$ cat src/rtl/byte_packer_8_32_if.sv
// Byte-in / word-out handshake bundle for byte_packer_8_32.
// master drives bytes and out_ready; slave returns the FIFO head.
interface byte_packer_8_32_if #(
    parameter int PTR_W = 2
);
    logic             in;
    logic [7:0]       in_data;
    logic             out_ready;
    logic             out;
    logic [31:0]      out_data;
    logic             overflow;
    logic [PTR_W:0]   count;

    modport master (
        output in, in_data, out_ready,
        input  out, out_data, overflow, count
    );

    modport slave (
        input  in, in_data, out_ready,
        output out, out_data, overflow, count
    );
endinterface

$ cat src/rtl/byte_packer_8_32.sv
// Packs an MSB-first byte stream into 32-bit words and queues them in a word FIFO.
// Optional macro PACK_PARTIAL_FLUSH_EN: an aborted partial word is pushed zero-filled.
module byte_packer_8_32 #(
    parameter int DEPTH = 4,
    parameter int PTR_W = 2
) (
    input  logic                clk_4f,
    input  logic                reset_L,
    byte_packer_8_32_if.slave   bus
);

    logic [1:0]        byte_idx;
    logic [23:0]       lanes;
    logic [31:0]       mem [DEPTH];
    logic [PTR_W-1:0]  wr_ptr;
    logic [PTR_W-1:0]  rd_ptr;
    logic [PTR_W:0]    cnt;
    logic              ovf;

    logic              empty;
    logic              full;
    logic              pop;
    logic              push;
    logic              push_ok;
    logic [31:0]       push_word;

    assign empty   = (cnt == '0);
    assign full    = (cnt == (PTR_W+1)'(DEPTH));
    assign pop     = !empty && bus.out_ready;
    // A pop on the same edge frees the slot the push needs.
    assign push_ok = push && (!full || pop);

    always_comb begin
        push      = 1'b0;
        push_word = 32'h0;
        if (bus.in && byte_idx == 2'd3) begin
            push      = 1'b1;
            push_word = {lanes, bus.in_data};
        end
`ifdef PACK_PARTIAL_FLUSH_EN
        else if (!bus.in && byte_idx != 2'd0) begin
            push = 1'b1;
            // Lanes at or past byte_idx may hold stale bytes; mask them.
            case (byte_idx)
                2'd1:    push_word = {lanes[23:16], 24'h0};
                2'd2:    push_word = {lanes[23:8], 16'h0};
                default: push_word = {lanes, 8'h0};
            endcase
        end
`endif
    end

    always_ff @(posedge clk_4f or negedge reset_L) begin
        if (!reset_L) begin
            byte_idx <= 2'd0;
            lanes    <= 24'h0;
        end else if (bus.in) begin
            byte_idx <= byte_idx + 2'd1;
            case (byte_idx)
                2'd0:    lanes[23:16] <= bus.in_data;
                2'd1:    lanes[15:8]  <= bus.in_data;
                2'd2:    lanes[7:0]   <= bus.in_data;
                default: lanes        <= lanes;
            endcase
        end else begin
            byte_idx <= 2'd0;
        end
    end

    always_ff @(posedge clk_4f or negedge reset_L) begin
        if (!reset_L) begin
            for (int i = 0; i < DEPTH; i++) begin
                mem[i] <= 32'h0;
            end
            wr_ptr <= '0;
            rd_ptr <= '0;
            cnt    <= '0;
            ovf    <= 1'b0;
        end else begin
            if (push_ok) begin
                mem[wr_ptr] <= push_word;
                wr_ptr      <= wr_ptr + 1'b1;
            end
            if (pop) begin
                rd_ptr <= rd_ptr + 1'b1;
            end
            if (push && !push_ok) begin
                ovf <= 1'b1;
            end
            case ({push_ok, pop})
                2'b10:   cnt <= cnt + 1'b1;
                2'b01:   cnt <= cnt - 1'b1;
                default: cnt <= cnt;
            endcase
        end
    end

    assign bus.out      = !empty;
    assign bus.out_data = empty ? 32'h0 : mem[rd_ptr];
    assign bus.overflow = ovf;
    assign bus.count    = cnt;

endmodule
$ cat src/flat_wrapper.sv
// flat-port wrapper written by rule: the top's interface ports become plain ports
module byte_packer_8_32_flat 
#(
    parameter int DEPTH = 4,
    parameter int PTR_W = 2
)
  (clk_4f, reset_L, bus_in, bus_in_data, bus_out_ready, bus_out, bus_out_data, bus_overflow, bus_count);
  byte_packer_8_32_if #(.PTR_W(PTR_W)) bus_i ();
  input  logic clk_4f;
  input  logic reset_L;
  input wire logic [$bits(bus_i.in)-1:0] bus_in;
  input wire logic [$bits(bus_i.in_data)-1:0] bus_in_data;
  input wire logic [$bits(bus_i.out_ready)-1:0] bus_out_ready;
  output wire logic [$bits(bus_i.out)-1:0] bus_out;
  output wire logic [$bits(bus_i.out_data)-1:0] bus_out_data;
  output wire logic [$bits(bus_i.overflow)-1:0] bus_overflow;
  output wire logic [$bits(bus_i.count)-1:0] bus_count;
  assign bus_i.in = bus_in;
  assign bus_i.in_data = bus_in_data;
  assign bus_i.out_ready = bus_out_ready;
  assign bus_out = bus_i.out;
  assign bus_out_data = bus_i.out_data;
  assign bus_overflow = bus_i.overflow;
  assign bus_count = bus_i.count;
  byte_packer_8_32 #(.DEPTH(DEPTH), .PTR_W(PTR_W)) u_core (.clk_4f(clk_4f), .reset_L(reset_L), .bus(bus_i));
endmodule
$ cat config.mk
export PLATFORM = sky130hd
export DESIGN_NAME = byte_packer_8_32_flat
export DESIGN_NICKNAME = d
export VERILOG_FILES = /design/src/rtl/byte_packer_8_32_if.sv /design/src/rtl/byte_packer_8_32.sv /design/src/flat_wrapper.sv
export SDC_FILE = /design/constraint.sdc
export NUM_CORES = 1
export LEC_CHECK = 0
export BUFFER_PORTS_ARGS = -buffer_cell sky130_fd_sc_hd__buf_4
export CAP_MARGIN = 40
export CELL_PAD_IN_SITES_DETAIL_PLACEMENT = 1
export CELL_PAD_IN_SITES_GLOBAL_PLACEMENT = 1
export CORE_UTILIZATION = 55
export CTS_BUF_LIST = sky130_fd_sc_hd__clkbuf_8 sky130_fd_sc_hd__clkbuf_16
export CTS_CLUSTER_DIAMETER = 120
export DETAILED_ROUTE_END_ITERATION = 16
export GPL_ROUTABILITY_DRIVEN = 0
export PLACE_DENSITY = 0.87
export SYNTH_ARGS = -nofsm -noshare
export SYNTH_HDL_FRONTEND = slang
export SYNTH_SLANG_ARGS = --single-unit
$ cat constraint.sdc
create_clock -name clk_4f -period 3.7 [get_ports clk_4f]
set_input_delay 0.37 -clock clk_4f [delete_from_list [all_inputs] [get_ports clk_4f]]
set_output_delay 0.37 -clock clk_4f [all_outputs]
set_load 0.03 [all_outputs]
-- Yosys cells after proc, flatten, opt, wreduce, memory -nomap -nowiden
Cells that the tools add are included.
- input port bits: 12
- word-level logic and storage cells: 54
- output and inout port bits: 37
- bits in registers: 162
- muxes and demuxes: 11
- reductions and logical operators: 15
- add/sub/neg operators: 5
- magnitude comparators: 3
- equality and inequality tests: 6
- bitwise gates (word level): 2
- operators by type and width (kind ; count):
    $mux W32 ; 5
    $bwmux W128 ; 1
    $bmux W32 S2 ; 1
    $demux W32 S2 ; 1
    $add A2 B1 Y2 const B ; 3
    $eq A2 B2 Y1 const B ; 3
    $ge A3 B3 Y1 const B ; 2
    $not A2 Y3 ; 2
    $pmux W3 S2 ; 1
    $reduce_and A2 Y1 ; 3
    $logic_and A1 B1 Y1 ; 5
    $eq A2 B1 Y1 const B ; 2
    $add A3 B1 Y3 const B ; 1
    $eq A3 B3 Y1 const B ; 1
    $logic_not A1 Y1 ; 3
    $logic_not A3 Y1 ; 1
    $lt A3 B1 Y1 const B ; 1
    $sub A3 B1 Y3 const B ; 1
    $logic_not A2 Y1 ; 1
    $mux W2 ; 1
    $reduce_bool A2 Y1 ; 1
    $logic_or A1 B1 Y1 ; 1
    $mux W1 ; 1

-- Longest topological paths before layout
- word-level depth: 7
- gate-level depth with buffers: 10
- gate-level depth less buffers: 10

-- Worst setup path after synthesis
No wires, ideal clock.
- path kind: register -> register
- start point: reg u_core.cnt[1], in the netlist u_core.bus.count[1]
- end point: reg u_core.cnt[2], in the netlist u_core.bus.count[2]
- stages on the path, launching flop included: 10
- clock period less this slack: 2274 ps
- path slack: 1426 ps
- arrival time: 2193 ps
- cell sequence: dfrtp_1 nor4b_4 nor2_1 inv_1 ha_1 inv_1 fa_1 xor2_1 nor2_1 xor2_1
- longest elaborated chain between the ends: 7
- elaborated cells between the ends (all ways): 13
- RTL lines (item ; RTL line ; source):
    start, declared ; byte_packer_8_32.sv:17 ; logic [PTR_W:0] cnt;
    start signal, assigned ; byte_packer_8_32.sv:91 ; 2'b10: cnt <= cnt + 1'b1;
    start signal, assigned ; byte_packer_8_32.sv:92 ; 2'b01: cnt <= cnt - 1'b1;
    start signal, assigned ; byte_packer_8_32.sv:93 ; default: cnt <= cnt;
    $logic_not A3 Y1 ; byte_packer_8_32.sv:27 ; assign empty = (cnt == '0);
    $logic_not A1 Y1 ; byte_packer_8_32.sv:29 ; assign pop = !empty && bus.out_ready;
    $logic_and A1 B1 Y1 ; byte_packer_8_32.sv:29 ;
    $logic_or A1 B1 Y1 ; byte_packer_8_32.sv:31 ; assign push_ok = push && (!full || pop);
    $logic_and A1 B1 Y1 ; byte_packer_8_32.sv:31 ;
    $eq A2 B1 Y1 or $eq A2 B2 Y1 (tied branches) ; byte_packer_8_32.sv:90 ; case ({push_ok, pop})
    $pmux W3 S2 or $reduce_bool A2 Y1 (tied branches) ; -- ;
Parallel ways exist; a longest one is shown, timed or not.
A chain may end at the register's enable or synchronous reset.

-- Final worst setup path
- start point: reg u_core.rd_ptr[0]
- end point: out bus_out_data[16]
- longest elaborated chain between the ends: 5
- RTL lines (item ; RTL line ; source):
    start, declared ; byte_packer_8_32.sv:16 ; logic [PTR_W-1:0] rd_ptr;
    start signal, assigned ; byte_packer_8_32.sv:85 ; rd_ptr <= rd_ptr + 1'b1;
    $not A2 Y3 (implied by the code) ; byte_packer_8_32.sv:99 ; assign bus.out_data = empty ? 32'h0 : mem[rd_ptr];
    $bmux W32 S2 ; byte_packer_8_32.sv:99 ;
    $mux W32 (implied by the code) (2 in series) ; byte_packer_8_32.sv:99 ;
    $mux W32 ; byte_packer_8_32.sv:99 ;
    end, declared ; flat_wrapper.sv:15 ; output wire logic [$bits(bus_i.out_data)-1:0] bus_out_data;
No other way between the ends. The select of a mux whose other input is x is not followed.

==> key figures <==
Placed design
  – IO buf count: 48
  – Dpl cells: roughly 650
  – DP Wirelength: between 9000 and 10000 um
  – Placement Cell Area: 7800 um2
  – DP Worst Slack: 1.05 ns

CTS
  – Root buffer selected by CTS: clkbuf_16
  – Cts hold-fix bufs: 1
  – Clk_lat worst skew: 0.43 ns
  – Setup bufs post-CTS: 0
  – PostCTS Resize Cnt: 0
  – Clk sinks: 162
  – TritonCTS clock tree: built
  – Clock Path Buffers: 2
  – H-Tree Depth: 4
  – CTS buffer count: 17
  – Clock transition at path regs: 0.06 ns

Timing
  – Final Max Tran Viols: 0
  – Hold Worst Slack: 0.218 ns
  – Achievable clock frequency: roughly 360 MHz
  – Final setup fails: 0
  – Final worst-path cycle share: 75.1%
  – Worst-margin pin slew: 0.732 ns
  – Worst Skew: 0.00567 ns
  – Final Hold Viols: 0
  – Worst setup margin: 0.920 ns
  – Slew HR: roughly half
  – RSZ-0062 raised after global routing: false
  – Minimum clock period: between 2 and 3 ns
  – Setup TNS: 0 ns

Routing
  – Routed Antenna Nets: 0
  – Routed wl met2: about 8900 um
  – Met1 WL: 7180 um
  – DR DRC count: 0
  – Vias: 4023
  – Top Layer Used: met4
  – WL final: 17100 um
  – Number of iterations in the first detailed-routing pass: 4
  – Routed len/inst: 24.9 um
  – Iter 0 DRT Violations: 227
  – Vias per inst: a little under 6
  – Met3 wire len: 530 um

Pwr
  – Power per cell area: just under 900 nW/um2
  – Worst VDD drop: 0.000475 V
  – Leak pwr: 3.98 nW

Critical path
  – Crit path max-delay cell type: dfrtp_2
  – Largest stage delay, worst path: 0.80 ns
  – Critical path, cell by cell: buf_12, mux4_2, and2_1, buf_4
  – CP endpoint kind: primary output
  – Worst setup SP type: flop
  – Worst endpoint required time: ~3.3 ns
  – Critical path start-end classification: reg2out
  – Crit path arrival time: about 2.4 ns
  – Worst-path maximum fanout: 18

Yosys
  – Seq/Total Area, Yosys: 55.9%
  – Synthesized instance count: 447
  – Synth warn: 0
  – Synthesized flop and latch total: 162
  – Syn_area_per_cell: around 16 um2
  – Async SR Flop Fraction: 100%
  – Syn nets: 469
  – Post-synthesis cell area: around 7200 um2
  – Yosys cell types: 21
  – EDFF count, synth: 0
  – Ys flop type: dfrtp_1

Die
  – Row cnt: 41
  – Die area: 13600 um2
  – Core box area: 12700 um2
  – Starting Density: 57.0%
  – I/O pins: 49
  – Chip width: 117 um
  – Die height: ~120 um

Finish
  – Cell Count, Final, Fillers Out: 685
  – Commonest non-fill, non-tap cells in the layout: 161 x dfrtp_1, 153 x mux2_2, 52 x buf_4
  – Antenna diodes: 0
  – Design Area, Final: 8460 um2
  – Register area: 4060 um2
  – Share of cells above drive strength 1: 55.0%
  – Final #Nets: 522
  – Multi-input gate area: ~3000 um2
  – Commonest non-fill, non-tap cell in the layout: dfrtp_1
  – Fill count: approximately 1200
  – Synth-to-layout area growth: 16.7%

Global route
  – Gr ovfl total: 0
  – Number of global-route vias before repair: 4671
  – Largest net degree at the start of global routing: 73
  – Initial antenna violation count: 0
  – First-pass GRT wire length: about 27000 um
  – GRT Overall Usage: between 20% and 30%

Job
  – Max-cap violations: 0

Status
  – Outcome: complete, no violations

Worst hold path
  – Type of the most critical hold path: in2reg
[routing by layer]
layer,vias to the layer above,track usage [%]
met4,0,11.9
li1,1710,-
met3,36,5.92
met5,-,0
met2,88,48.6
met1,2189,35.9
[registers in the layout, summed over array words and instances (netlist names)]
register and count:
u_core.wr_ptr 2, u_core.mem 128, u_core.bus.overflow 1, u_core.bus.count 3, u_core.lanes 24, u_core.rd_ptr 2
u_core.byte_idx 2
[cell type report]
class	instances	share of cell area, %
clock inverters	10	1.82
well taps	172	2.54
multi-input cells	252	35.4
clock buffers	22	5.84
repair buffers	59	6.08
flip-flops and latches	162	47.9
inverters	8	0.355
[cells in the mapped netlist, types with 4 or more instances]
library cell,number,share of area (%)
dfrtp_1,162,56
buf_2,5,0.35
nand2_1,5,0.26
ha_1,9,1.6
clkbuf_1,8,0.41
buf_6,12,1.9
nor3b_2,4,0.69
mux2_2,153,24
mux4_2,32,9.9
inv_1,8,0.41
and2_1,34,2.9
[worst paths after layout]
| kind | endpoint | slack, ns | start | cells after the start |
|---|---|---|---|---|
| max reg2reg | u_core.bus.count[2] | 1.01 | u_core.bus.count[1] | 9 |
| min | u_core.byte_idx[1] | 0.22 | bus_in | 2 |
| max in group asynchronous | u_core.lanes[4] | 2.37 | reset_L | 4 |
| min reg2reg | u_core.bus.overflow | 0.48 | u_core.bus.overflow | 1 |
| max | bus_out_data[16] | 0.92 | u_core.rd_ptr[0] | 4 |
| min in group asynchronous | u_core.mem[125] | 0.39 | reset_L | 2 |
[stage by stage]
stage | total power (W) | utilization [%]
finish | 0.00752 | 66.5
global route | 0.00786 | 66.5
CTS | 0.00758 | 66.5
detailed placement | 0.00555 | 61.3
global placement | 0.00536 | 61.0
floorplan | 0.00465 | -
[kinds of logic (layout without fill, tap and decap cells)]
logic type,count (synthesis),count (layout),synth area share [%]
compound gates,2,2,0.190
xor+xnor,6,6,0.725
fa+ha+maj,10,10,1.83
buf+inv,33,99,3.04
flops,162,162,55.9
mux,185,185,33.7
simple gates,49,49,4.57
[where the power goes]
group	switching, W	total (W)	internal [W]
registers	0.000546	0.00298	0.00243
logic	0.00125	0.00262	0.00137
clock network	0.000712	0.00193	0.00121
total	0.00251	0.00752	0.00502
[critical path, delay by kind of cell (launching register included)]
family,cells,cell delay [ns]
AND/OR/NAND/NOR,1,0.18
multiplexers,1,0.56
buffers and inverters,2,0.45
flip-flops,1,0.80
Power figures use the tool's default switching activity.
